[src/rtl/vga_timing_ctrl.sv]
// rtl/vga_timing_ctrl.sv - VGA raster timing controller with pixel fetch and two-stage output pipeline
//
// Ports:
//   CLK          pixel clock
//   RST_N        asynchronous active-low reset
//   ENABLE       run request; dropping it lets the current frame finish
//   PIX_RGB[2:0] pixel data from the source, valid the cycle after PIX_REQ
//   PIX_REQ      pixel fetch strobe (stage 1)
//   PIX_X[9:0]   column of the requested pixel, 0 when PIX_REQ=0
//   PIX_Y[9:0]   row of the requested pixel, 0 when PIX_REQ=0
//   FRAME_START  one-cycle pulse alongside the request for pixel (0,0)
//   HSYNC/VSYNC  sync outputs, aligned with DE, active level HS_POL/VS_POL
//   DE           display enable (stage 2)
//   RGB[2:0]     video out, forced to 0 whenever DE=0
//   BUSY         high while a frame is being scanned (RUN or DRAIN)

module vga_timing_ctrl #(
    parameter int   H_ACTIVE = 640,
    parameter int   H_FP     = 16,
    parameter int   H_SYNC   = 96,
    parameter int   H_BP     = 48,
    parameter int   V_ACTIVE = 480,
    parameter int   V_FP     = 10,
    parameter int   V_SYNC   = 2,
    parameter int   V_BP     = 33,
    parameter logic HS_POL   = 1'b0,
    parameter logic VS_POL   = 1'b0
) (
    input  logic       CLK,
    input  logic       RST_N,
    input  logic       ENABLE,
    input  logic [2:0] PIX_RGB,
    output logic       PIX_REQ,
    output logic [9:0] PIX_X,
    output logic [9:0] PIX_Y,
    output logic       FRAME_START,
    output logic       HSYNC,
    output logic       VSYNC,
    output logic       DE,
    output logic [2:0] RGB,
    output logic       BUSY
);

    localparam int H_TOTAL = H_ACTIVE + H_FP + H_SYNC + H_BP;
    localparam int V_TOTAL = V_ACTIVE + V_FP + V_SYNC + V_BP;

    localparam logic [9:0] H_LAST = 10'(H_TOTAL - 1);
    localparam logic [9:0] V_LAST = 10'(V_TOTAL - 1);

    // Region bounds are 11 bits wide so an end bound of exactly 1024 still compares correctly.
    localparam logic [10:0] H_ACT    = 11'(H_ACTIVE);
    localparam logic [10:0] V_ACT    = 11'(V_ACTIVE);
    localparam logic [10:0] HS_BEGIN = 11'(H_ACTIVE + H_FP);
    localparam logic [10:0] HS_END   = 11'(H_ACTIVE + H_FP + H_SYNC);
    localparam logic [10:0] VS_BEGIN = 11'(V_ACTIVE + V_FP);
    localparam logic [10:0] VS_END   = 11'(V_ACTIVE + V_FP + V_SYNC);

    typedef enum logic [1:0] {
        S_IDLE  = 2'd0,
        S_RUN   = 2'd1,
        S_DRAIN = 2'd2
    } state_t;

    state_t     state;
    logic [9:0] h_cnt;
    logic [9:0] v_cnt;

    logic        scanning;
    logic        at_end;
    logic        in_active;
    logic        in_hsync;
    logic        in_vsync;
    logic [10:0] h_ext;
    logic [10:0] v_ext;

    // Stage-1 sync flags and the intermediate stage where PIX_RGB becomes valid.
    // Sync flags are kept active-high internally; polarity is applied at the output.
    logic s1_hs;
    logic s1_vs;
    logic s1p_req;
    logic s1p_hs;
    logic s1p_vs;

    assign h_ext     = {1'b0, h_cnt};
    assign v_ext     = {1'b0, v_cnt};
    assign scanning  = (state != S_IDLE);
    assign at_end    = (h_cnt == H_LAST) && (v_cnt == V_LAST);
    assign in_active = (h_ext < H_ACT) && (v_ext < V_ACT);
    assign in_hsync  = (h_ext >= HS_BEGIN) && (h_ext < HS_END);
    assign in_vsync  = (v_ext >= VS_BEGIN) && (v_ext < VS_END);
    assign BUSY      = scanning;

    // State and raster counters. Counters hold at (0,0) in IDLE, so the first
    // RUN cycle scans (0,0). RUN and DRAIN both advance the counters; DRAIN only
    // differs in that it stops at the frame's last position.
    always_ff @(posedge CLK or negedge RST_N) begin
        if (!RST_N) begin
            state <= S_IDLE;
            h_cnt <= '0;
            v_cnt <= '0;
        end else begin
            case (state)
                S_IDLE: begin
                    h_cnt <= '0;
                    v_cnt <= '0;
                    if (ENABLE) begin
                        state <= S_RUN;
                    end
                end
                S_RUN, S_DRAIN: begin
                    if (h_cnt == H_LAST) begin
                        h_cnt <= '0;
                        v_cnt <= (v_cnt == V_LAST) ? 10'd0 : v_cnt + 10'd1;
                    end else begin
                        h_cnt <= h_cnt + 10'd1;
                    end
                    // A stop request landing on the last position ends the frame
                    // right there instead of draining a whole extra frame.
                    if (ENABLE) begin
                        state <= S_RUN;
                    end else if (at_end) begin
                        state <= S_IDLE;
                    end else begin
                        state <= S_DRAIN;
                    end
                end
                default: begin
                    state <= S_IDLE;
                    h_cnt <= '0;
                    v_cnt <= '0;
                end
            endcase
        end
    end

    // Stage 1: fetch request registered from the counters.
    always_ff @(posedge CLK or negedge RST_N) begin
        if (!RST_N) begin
            PIX_REQ     <= 1'b0;
            PIX_X       <= '0;
            PIX_Y       <= '0;
            FRAME_START <= 1'b0;
            s1_hs       <= 1'b0;
            s1_vs       <= 1'b0;
        end else begin
            PIX_REQ     <= scanning && in_active;
            PIX_X       <= (scanning && in_active) ? h_cnt : 10'd0;
            PIX_Y       <= (scanning && in_active) ? v_cnt : 10'd0;
            FRAME_START <= scanning && (h_cnt == 10'd0) && (v_cnt == 10'd0);
            s1_hs       <= scanning && in_hsync;
            s1_vs       <= scanning && in_vsync;
        end
    end

    // Intermediate stage (source returns PIX_RGB now) and stage 2 outputs.
    // These keep shifting in IDLE so the tail of the last frame flushes out.
    always_ff @(posedge CLK or negedge RST_N) begin
        if (!RST_N) begin
            s1p_req <= 1'b0;
            s1p_hs  <= 1'b0;
            s1p_vs  <= 1'b0;
            DE      <= 1'b0;
            RGB     <= '0;
            HSYNC   <= ~HS_POL;
            VSYNC   <= ~VS_POL;
        end else begin
            s1p_req <= PIX_REQ;
            s1p_hs  <= s1_hs;
            s1p_vs  <= s1_vs;
            DE      <= s1p_req;
            RGB     <= s1p_req ? PIX_RGB : 3'd0;
            HSYNC   <= s1p_hs ? HS_POL : ~HS_POL;
            VSYNC   <= s1p_vs ? VS_POL : ~VS_POL;
        end
    end

endmodule
[config.mk]
export PLATFORM = sky130hd
export DESIGN_NAME = vga_timing_ctrl
export DESIGN_NICKNAME = d
export VERILOG_FILES = /design/src/rtl/vga_timing_ctrl.sv
export SDC_FILE = /design/constraint.sdc
export NUM_CORES = 1
export LEC_CHECK = 0
export ABC_AREA = 1
export BUFFER_PORTS_ARGS = -buffer_cell sky130_fd_sc_hd__buf_2
export CAP_MARGIN = 10
export CELL_PAD_IN_SITES_DETAIL_PLACEMENT = 0
export CELL_PAD_IN_SITES_GLOBAL_PLACEMENT = 2
export CORE_MARGIN = 2
export CORE_UTILIZATION = 31
export DETAILED_ROUTE_END_ITERATION = 16
export PLACE_DENSITY = 0.7
export SLEW_MARGIN = 20
export SYNTH_ARGS = -nofsm -noshare
export SYNTH_HDL_FRONTEND = slang
export SYNTH_SLANG_ARGS = --single-unit
[constraint.sdc]
create_clock -name CLK -period 1.4 [get_ports CLK]
set_clock_uncertainty 0.05 [all_clocks]
set_input_delay 0.28 -clock CLK [delete_from_list [all_inputs] [get_ports CLK]]
set_output_delay 0.28 -clock CLK [all_outputs]
set_load 0.01 [all_outputs]
---- Yosys cells after proc, flatten, opt, wreduce, memory -nomap -nowiden ----
Index checks and enable logic that the tools add are counted.
cells by class
  $add $sub $neg .......................... 2
  multiply operators ...................... 0
  div/mod/pow operators ................... 0
  $lt $le $gt $ge ......................... 6
  equal/unequal tests ..................... 6
  shifts and indexed selects .............. 0
  multiplexer cells ....................... 14
  bitwise gates (word level) .............. 0
  reductions and logical operators ........ 14
operators by type and width
  cell                                                         number
  2-to-1 mux 10 bit                                            7
  adder 10 x 1 -> 10 bit, second input constant                2
  == test 10 bit, second input constant                        2
  logical NOT 10 bit                                           2
  less-than comparator 10 bit, second input constant           2
  less-than comparator 10 x 9 -> 1 bit, second input constant  2
  >= comparator 10 bit, second input constant                  1
  >= comparator 10 x 9 -> 1 bit, second input constant         1
  logical AND 1 bit                                            9
  2-to-1 mux 2 bit                                             3
  inequality test 2 bit, second input constant                 2
  case mux 2 bit (2 select lines)                              1
  2-to-1 mux 3 bit                                             1
  == test 2 x 1 -> 1 bit, second input constant                1
  == test 2 bit, second input constant                         1
  logical NOT 2 bit                                            1
  2-to-1 mux 1 bit                                             2
  nonzero test 2 bit                                           1
  OR reduction 2 bit                                           1
word-level totals
  register bits ........................... 55
  bits in latches ......................... 0
  RAM bits ................................ 0
  ROM bits ................................ 0
  bits of input ports ..................... 6
  output and inout port bits .............. 29
  word-level logic and storage cells ...... 58
  memories kept ........................... 0

---- Longest topological paths before layout ----
Gate-level depths: netlist (run 1).
  depth in word-level cells ............... 5
  depth in mapped cells ................... 10
  depth with buffers taken out ............ 9

---- Worst setup path before layout (run 1) ----
OpenSTA, ideal clock, no wires.
  kind .................................... register to register
  start ................................... register state[0]
  end ..................................... register v_cnt[3]
  setup time .............................. 71 ps
  arrival time ............................ 1357 ps
  data required time ...................... 1279 ps
  path slack .............................. -78 ps
  stages on the path, launching flop included .. 9
  buffers on the path ..................... 2
  period minus slack after synthesis ...... 1478 ps
  cell sequence ........................... dfrtp_1 -> inv_1 -> ha_1 -> clkbuf_1 -> nand2_2 -> buf_6 -> nand2_1 -> o21ai_0 -> nor2_1
on the way
  cells in the longest elaborated chain, start to end .. 3
  elaborated cells on any way between the ends .. 5
  classes of those cells .................. eq/ne: 3; mux: 1; reduce/logical: 1
ends and longest elaborated chain
  what                                                                         RTL line  text
  from (decl)                                                                  64        state_t state;
  from (signal assigned)                                                       98        state <= S_IDLE;
  from (signal assigned)                                                       107       state <= S_RUN;
  from (signal assigned)                                                       120       state <= S_RUN;
  == test 2 x 1 -> 1 bit or == test 2 bit (tied branches)                      102       case (state)
  OR reduction 2 bit *                                                         102
  inequality test 2 bit (no source line) or 2-to-1 mux 10 bit (tied branches)  --
  to (signal assigned)                                                         113       v_cnt <= (v_cnt == V_LAST) ? 10'd0 : v_cnt + 10'd1;
  to (decl)                                                                    66        logic [9:0] v_cnt;
Mark *: on every way between the ends. The rest lies on a longest branch, timed or not.
A chain may end at the register's enable or synchronous reset.

---- Worst setup path after layout (run 1) ----
  start ................................... register state[1]
  end ..................................... output port BUSY
on the way
  cells in the longest elaborated chain, start to end .. 1
ends and longest elaborated chain
  what                RTL line  text
  nonzero test 2 bit  86        assign scanning = (state != S_IDLE);
  to (decl)           41        output logic BUSY
Every way passes these cells.

==> results.yml, run 1 <==
yosys:
  ys_types: 23
  synth_fp_nets: 253
  netlist_instances: 241
  netlist_area_mm2: 0.00227
  yosysTopAreaCell: "dfrtp_1"
  synthTopCellsByArea: "dfrtp_1, nand2_1, nor2_1"
  ys_seq_elements: 55
  avgSynthCellArea_um2: 9.42
  yosysWarnings: 0
  synth.top_cell.area_share_pct: 58.4
  synth_seq_area_share_pct: 60.7
finish:
  syn_to_final_growth_pct: 53.6
  layout.area.seq_mm2: 0.00138
  nets: 358
  nFillCells: 716
  drive_gt1_share_pct: 49.6
  num_antenna_cells: 0
  finalInstanceArea_mm2: 0.00349
  multi_input_area_um2: 967
floorplan:
  placementRows: 31
  die_h_um: 89.6
  start_util_pct: 31.6
  fp.dieW_um: 89.6
  fp.dieArea_mm2: 0.00803
  pin_count: 35
  coreArea_mm2: 0.00718
clock_network:
  cts_buffer_depth: 2
  clockRootBuffer: "clkbuf_8"
  cts_tree: "yes"
  cts.sinks: 55
  htree_num_levels: 2
  clk_latency_ns: 0.31
  path_clk_slew_ns: 0.10
  numCtsBuffers: 5
detailed_routing:
  wirelength_um: 5800
  vias_per_cell: 4.45
  ant_nets: 0
  first_pass_iters: 4
  vias: 1984
  drt_iter0_markers: 70
  post_drt_wl_per_cell_um: 13.0
  drc: 0
job:
  maxCapViolCount: 0
global_route:
  grt_max_degree: 56
  track_usage_pct: 15.8
  grt_pass1_vias: 1931
  grt_antenna_before_repair: 0
  grt_pass1_wl_um: 9400
  grt-ovfl-total: 0
worst_setup_path:
  setup.worst_path.class: "register to output port"
  worstPathRequired_ns: 1.07
  crit_path_start_kind: "register"
  crit_path_max_fanout: 2
  r2r_slack_ns: -0.07
  end_kind: "output port"
  worstPathArrival_ns: 1.18
pwr:
  switching_share_pct: 35.6
  combPwrFrac_pct: 48.8
  ir_worst_vdd_mv: 0.599
  clockPowerShare_pct: 16.9
  p_switching_mw: 1.89
  seq_power_share_pct: 34.3
  powerDensity_mw_per_mm2: 1520
  p_int_mw: 3.42
  leakagePower_nw: 1.74
sta:
  fmax_mhz: 663
  setup_viol: 25
  postLayoutSetupSlackWorst_ns: -0.109
  drv_slew: 0
  fin_crit_ns: 1.51
  rsz0062_at_grt: "yes"
  holdWs_ns: 0.0971
  min_period_over_period_pct: 108
  hold_viol: 0
placed_design:
  port_buffers: 34
  place.gp.congestion: 0.797
  dp_hpwl_um: 4090
  place_area_mm2: 0.00302
outcome:
  violations: "setup timing"
  status: "complete, but fails checks"
hold_path:
  hp-class: "primary input to register"
final cells by class:
| type | instances | share of cell area (%) |
|---|---|---|
| inverters | 35 | 4.12 |
| flip-flops and latches | 55 | 39.6 |
| well taps | 99 | 3.55 |
| clock inverters | 3 | 0.646 |
| clock buffers | 5 | 1.97 |
| repair buffers | 102 | 22.4 |
| multi-input cells | 147 | 27.7 |
final timing paths:
kind / startpoint / to / cells past startpoint
worst min-delay path: PIX_RGB[1] / RGB[1]$_DFF_PN0_ / 3
min in group asynchronous: RST_N / PIX_Y[9]$_DFF_PN0_ / 3
max in group asynchronous: RST_N / VSYNC$_DFF_PN1_ / 3
worst min register to register: s1p_hs$_DFF_PN0_ / HSYNC$_DFF_PN1_ / 1
worst max-delay path: state[1]$_DFFE_PN0P_ / BUSY / 5
worst max register to register: h_cnt[0]$_DFF_PN0_ / v_cnt[9]$_DFFE_PN0P_ / 10
cell usage after synthesis, drive strengths merged:
cell type	n
nor3	10
a21oi	11
nand3	15
xor2	2
buf	3
dfstp	2
o21ai	9
a211oi	2
o31ai	3
nand2	41
nor4	2
conb	1
dfrtp	53
nor2	40
nand4	5
clkbuf	1
ha	6
inv	35
placed cells by master (no fill, tap or decap), types with 3 or more instances in the layout:
master    count
nand4_1       5
a21oi_1       6
ha_4          3
buf_6         7
dfrtp_1      52
inv_2         6
nand3_2       5
o21ai_2       7
nor2_1       31
nor2_2        7
buf_12        5
nand3_1       9
clkbuf_8      5
nor3_2        5
nand2_4       3
buf_2        33
a21oi_2       5
buf_4        55
nand2_1      30
nor3_1        5
nand2_2       7
inv_1        27
stage by stage:
stage | setup slack [ns] | power (mW) | TNS [ns] | util (%) | cells
global route | -0.163 | 5.68 | -3.21 | 48.6 | 446
finish | -0.109 | 5.32 | -0.638 | 48.6 | 446
global placement | -0.157 | 3.63 | -3.77 | 42.1 | 427
CTS | -0.121 | 5.31 | -1.31 | 47.1 | 443
floorplan | -0.0347 | 2.66 | -0.101 | - | 241
detailed placement | -0.163 | 3.63 | -4.10 | 42.1 | 427
flip-flops by register name (all words and copies together), names as in the netlist, 2 cells and up:
register  cells
PIX_X        10
PIX_Y        10
RGB           3
h_cnt        10
state         2
v_cnt        10
what timing repair did:
item                                    CTS  global route
pin swaps                                13            16
endpoints found under the setup margin   37            43
cloned                                    1             0
buffers inserted                          7             4
hold buffers                              1             0
endpoints found under the hold margin    53             0
resized for setup                        53            32
logic make-up (layout without fill, tap and decap cells):
logic type | after synthesis | count (layout) | share of synthesized area (%)
adder cells (fa/ha/maj) | 6 | 6 | 3.31
buffers and inverters | 39 | 145 | 7.16
XOR/XNOR | 2 | 2 | 0.771
other | 1 | 1 | 0.165
AO/OA/AOI/OAI | 25 | 25 | 6.06
flip-flops | 55 | 55 | 60.7
AND/OR/NAND/NOR | 113 | 113 | 21.8
metal layers:
| metal | routed length [um] | up-vias | share of wire, % | track usage (%) |
|---|---|---|---|---|
| met5 | 0 | - | 0 | 0 |
| met2 | 2750 | 37 | 47 | 24.5 |
| met4 | 111 | 0 | 1.9 | 7.06 |
| li1 | - | 981 | - | - |
| met1 | 2740 | 956 | 47 | 21.3 |
| met3 | 203 | 10 | 3.5 | 3.20 |
worst max-delay path, cell delays in order, from the launching register on:
cell and delay, ns:
dfrtp_1 0.41, inv_2 0.08, ha_4 0.14, buf_6 0.11, inv_6 0.03, buf_6 0.10
power groups by stage:
stage	registers [mW]	clock network (mW)	logic, mW
4_1_cts	1.82	0.943	2.54
3_3_place_gp	1.85	0	1.78
2_1_floorplan	1.91	0	0.757
6_report	1.82	0.901	2.59
3_5_place_dp	1.85	0	1.78
5_1_grt	1.85	1.01	2.82
(Power assumes the default switching activity.)
==> run 2, diff against run 1 <==
REMOVE_ABC_BUFFERS = 1   (was unset)
==> results.yml, run 2 (synthesized netlist as in run 1, its figures left out) <==
placed_design:
  dp_hpwl_um: 4010
  place.gp.congestion: 0.876
  numPlacedInstances: 425
  port_buffers: 34
finish:
  layout.cells.non_filler: 442
  final_cell_mix: "buf_4, dfrtp_1, nand2_1"
  nFillCells: 687
  syn_to_final_growth_pct: 50.4
  layout_commonest_cell: "buf_4"
  nets: 354
  num_antenna_cells: 0
  drive_gt1_share_pct: 47.8
floorplan:
  placementRows: 31
  coreArea_mm2: 0.00718
  fp.dieW_um: 89.6
  fp.dieArea_mm2: 0.00803
  start_util_pct: 31.6
  pin_count: 35
  die_h_um: 89.6
sta:
  postLayoutSetupSlackWorst_ns: -0.0878
  rsz0062_at_grt: "yes"
  drv_slew: 0
  fin_crit_ns: 1.49
  tns_ns: -0.337
  min_period_over_period_pct: 106
  setup_viol: 8
  hold_viol: 0
  fmax_mhz: 672
outcome:
  violations: "setup timing"
  status: "complete, but fails checks"
clock_network:
  cts.sinks: 55
  htree_num_levels: 2
  numCtsBuffers: 5
  clk_latency_ns: 0.31
  cts_tree: "yes"
  clockRootBuffer: "clkbuf_8"
  path_clk_slew_ns: 0.09
  cts_buffer_depth: 2
detailed_routing:
  vias_per_cell: 4.30
  drt_iter0_markers: 80
  first_pass_iters: 4
  vias: 1901
  drc: 0
  wirelength_um: 5620
  post_drt_wl_per_cell_um: 12.7
  ant_nets: 0
global_route:
  grt_antenna_before_repair: 0
  grt_max_degree: 21
  grt_pass1_wl_um: 9360
  grt_pass1_vias: 1931
  grt-ovfl-total: 0
  track_usage_pct: 15.5
worst_setup_path:
  setup.worst_path.class: "register to output port"
  end_kind: "output port"
  worstPathRequired_ns: 1.07
  worstPathArrival_ns: 1.16
  crit_path_start_kind: "register"
  crit_path_max_fanout: 2
pwr:
  powerDensity_mw_per_mm2: 1410
  leakagePower_nw: 1.73
  ir_worst_vdd_mv: 0.646
hold_path:
  hp-class: "primary input to register"
job:
  maxCapViolCount: 0
==> run 2: cell count changes in the layout (fill, tap and decap cells not counted), moves of 3 or more <==
cell,change
buf_6,-4
inv_1,-4
inv_4,+4
nand2_1,+4
nand3_2,-3
nor2_2,+3
==> run 2: final timing paths <==
| kind | endpoint | cells past startpoint | slack (ns) | start |
|---|---|---|---|---|
| min in group asynchronous | PIX_Y[9]$_DFF_PN0_ | 2 | 0.41 | RST_N |
| worst max-delay path | BUSY | 5 | -0.09 | state[1]$_DFFE_PN0P_ |
| worst min-delay path | RGB[2]$_DFF_PN0_ | 3 | 0.11 | PIX_RGB[2] |
| worst max register to register | v_cnt[2]$_DFFE_PN0P_ | 8 | -0.07 | h_cnt[0]$_DFF_PN0_ |
| worst min register to register | s1p_vs$_DFF_PN0_ | 0 | 0.31 | s1_vs$_DFF_PN0_ |
| max in group asynchronous | PIX_X[6]$_DFF_PN0_ | 3 | 0.42 | RST_N |
==> run 2: metrics by stage <==
step                cell area [um2]  total power [mW]  setup WS (ns)  hold WS (ns)  util [%]
floorplan                      2240              2.52         -0.182       -0.0656         -
global placement               2970              3.30         -0.210         0.225      41.4
detailed placement             2970              3.28         -0.189         0.212      41.4
CTS                            3260              4.67        -0.0888         0.101      45.4
global route                   3410              5.15         -0.161         0.123      47.6
finish                         3410              4.82        -0.0878         0.112      47.6
==> run 2: critical path: stages (launching register included) <==
cell and delay, ns:
dfrtp_1 0.40, inv_2 0.08, ha_4 0.14, buf_6 0.10
inv_4 0.03, buf_6 0.10
==> run 2: routing by layer <==
layer | vias up | global-route usage [%] | routed length, um
met4 | 0 | 6.78 | 122
met1 | 881 | 20.2 | 2570
met3 | 9 | 3.47 | 216
met2 | 42 | 24.9 | 2700
met5 | - | 0 | 0
li1 | 969 | - | -
==> run 2: power by group <==
part | leakage, nW | internal [mW] | switching [mW] | total [mW]
clock network | 0.0515 | 0.452 | 0.494 | 0.946
registers | 0.740 | 1.75 | 0.0712 | 1.82
logic | 0.942 | 0.926 | 1.13 | 2.05
==> run 2: cell type report <==
| cell class | count | area (um2) | area share (%) |
|---|---|---|---|
| sequential | 55 | 1380 | 40.4 |
| multi-input combinational | 147 | 957 | 28.0 |
| timing repair buffer | 98 | 712 | 20.9 |
| inverter | 35 | 141 | 4.14 |
| tap | 99 | 124 | 3.63 |
| clock buffer | 8 | 100 | 2.93 |
==> run 2: repair_timing <==
| item | in CTS | in global routing |
|---|---|---|
| buffers inserted | 6 | 2 |
| hold buffers | 1 | 0 |
| gates resized for setup | 41 | 40 |
| hold endpoints to repair | 14 | 0 |
| pin swaps | 7 | 9 |
| setup endpoints to repair | 42 | 43 |
| cloned | 0 | 0 |
==> run 3, diff against run 2 <==
CORE_ASPECT_RATIO = 0.7   (was unset)
==> results.yml, run 3 (synthesized netlist as in run 1, its figures left out) <==
global_route:
  grt_antenna_before_repair: 0
  track_usage_pct: 15.3
  grt_max_degree: 27
  grt-ovfl-total: 0
  grt_pass1_wl_um: 9240
  grt_pass1_vias: 1808
pwr:
  leakagePower_nw: 1.71
  p_switching_mw: 1.70
  p_int_mw: 3.08
  clockPowerShare_pct: 18.1
  powerDensity_mw_per_mm2: 1400
  combPwrFrac_pct: 43.8
  switching_share_pct: 35.5
  seq_power_share_pct: 38.1
  ir_worst_vdd_mv: 0.720
placed_design:
  dp_hpwl_um: 4250
  place_area_mm2: 0.00300
  place.gp.congestion: 0.901
  port_buffers: 34
  numPlacedInstances: 428
detailed_routing:
  wirelength_um: 5760
  drc: 0
  vias_per_cell: 4.32
  first_pass_iters: 4
  vias: 1932
  ant_nets: 0
  post_drt_wl_per_cell_um: 12.9
  drt_iter0_markers: 123
finish:
  num_antenna_cells: 0
  syn_to_final_growth_pct: 50.4
  nets: 360
  finish.utilization_pct: 47.5
  layout_commonest_cell: "buf_4"
  final_cell_mix: "buf_4, dfrtp_1, nor2_1"
  nFillCells: 686
  drive_gt1_share_pct: 47.3
  layout.cells.non_filler: 447
  finalInstanceArea_mm2: 0.00341
worst_setup_path:
  cp_cell_sequence: "inv_2 -> ha_4 -> nand2_4 -> nor3_4 -> nand2_2 -> nand2_2 -> nor2_2 -> buf_4 -> nand2_1 -> o21ai_1"
  worstPathRequired_ns: 1.54
  cp_top_family: "simple AND/OR/NAND/NOR gates"
  slowest_stage: "dfrtp_1"
  max_stage_delay_ns: 0.40
  path_buf_inv: 2
  setup.worst_path.class: "register to register"
  end_kind: "register"
  worstPathArrival_ns: 1.61
  crit_top_cell: "nand2_2"
  crit_path_max_fanout: 2
  crit_path_start_kind: "register"
  r2r_slack_ns: -0.07
floorplan:
  placementRows: 26
  die_h_um: 75.6
  coreArea_mm2: 0.00719
  fp.dieArea_mm2: 0.00804
  start_util_pct: 31.6
  fp.dieW_um: 106
  pin_count: 35
sta:
  fmax_mhz: 682
  min_period_over_period_pct: 105
  fin_crit_ns: 1.47
  holdWs_ns: 0.118
  setup_viol: 13
  drv_slew: 0
  hold_viol: 0
  rsz0062_at_grt: "yes"
  postLayoutSetupSlackWorst_ns: -0.0652
outcome:
  status: "complete, but fails checks"
  violations: "setup timing"
clock_network:
  cts_buffer_depth: 2
  path_clk_slew_ns: 0.09
  numCtsBuffers: 5
  cts.sinks: 55
  htree_num_levels: 2
  cts_tree: "yes"
  clk_latency_ns: 0.30
  clockRootBuffer: "clkbuf_8"
job:
  maxCapViolCount: 0
hold_path:
  hp-class: "primary input to register"
run 3: changes by cell type in the layout (fill, tap and decap cells not counted), sizes merged:
cell and change:
buf +6, clkinvlp +1, inv +1, clkbuf -2
run 3: final cells by class:
| cell class | count | area, um2 | area share, % |
|---|---|---|---|
| clock buffer | 6 | 72.6 | 2.13 |
| clock inverter | 2 | 16.3 | 0.476 |
| tap | 98 | 123 | 3.59 |
| timing repair buffer | 104 | 748 | 21.9 |
| sequential | 55 | 1380 | 40.4 |
| multi-input combinational | 147 | 936 | 27.4 |
| inverter | 35 | 139 | 4.07 |
run 3: path summary, 6_finish.rpt:
kind,startpoint,to,cells past startpoint
min in group asynchronous,RST_N,s1p_hs$_DFF_PN0_,2
worst min-delay path,PIX_RGB[0],RGB[0]$_DFF_PN0_,3
worst max register to register,v_cnt[0]$_DFFE_PN0P_,v_cnt[0]$_DFFE_PN0P_,10
worst max-delay path,v_cnt[0]$_DFFE_PN0P_,v_cnt[0]$_DFFE_PN0P_,10
worst min register to register,s1p_hs$_DFF_PN0_,HSYNC$_DFF_PN1_,1
max in group asynchronous,RST_N,HSYNC$_DFF_PN1_,3
run 3: per-layer routing:
layer	global-route usage, %	routed length, um
met1	23.2	2990
met3	3.59	336
met4	3.80	101
met5	0	0
met2	21.9	2330
run 3: metrics by stage:
stage | setup WS, ns | TNS, ns | power [mW]
detailed placement | -0.154 | -2.68 | 3.38
floorplan | -0.182 | -1.02 | 2.52
finish | -0.0652 | -0.388 | 4.78
global placement | -0.144 | -2.76 | 3.39
CTS | -0.0823 | -0.674 | 4.61
global route | -0.161 | -2.71 | 5.13
run 3: worst reg2reg max path: stages (launching register included):
cell	delay (ns)
dfrtp_1	0.40
inv_2	0.09
ha_4	0.15
nand2_4	0.06
nor3_4	0.14
nand2_2	0.09
nand2_2	0.10
nor2_2	0.05
buf_4	0.13
nand2_1	0.04
o21ai_1	0.05
run 3: power by group through the flow:
stage	Clock (mW)	Sequential, mW	Combinational, mW
3_3_place_gp	0	1.84	1.55
3_5_place_dp	0	1.85	1.53
5_1_grt	1.00	1.84	2.29
2_1_floorplan	0	1.91	0.619
4_1_cts	0.910	1.82	1.88
6_report	0.866	1.82	2.09
run 3: timing repair:
item                                   in CTS  in global routing
hold buffers                                1                  0
gates cloned                                0                  0
setup endpoints to repair                  37                 44
setup buffers                               6                  5
resized for setup                          38                 31
endpoints found under the hold margin      12                  0
pin swaps                                   8                 11
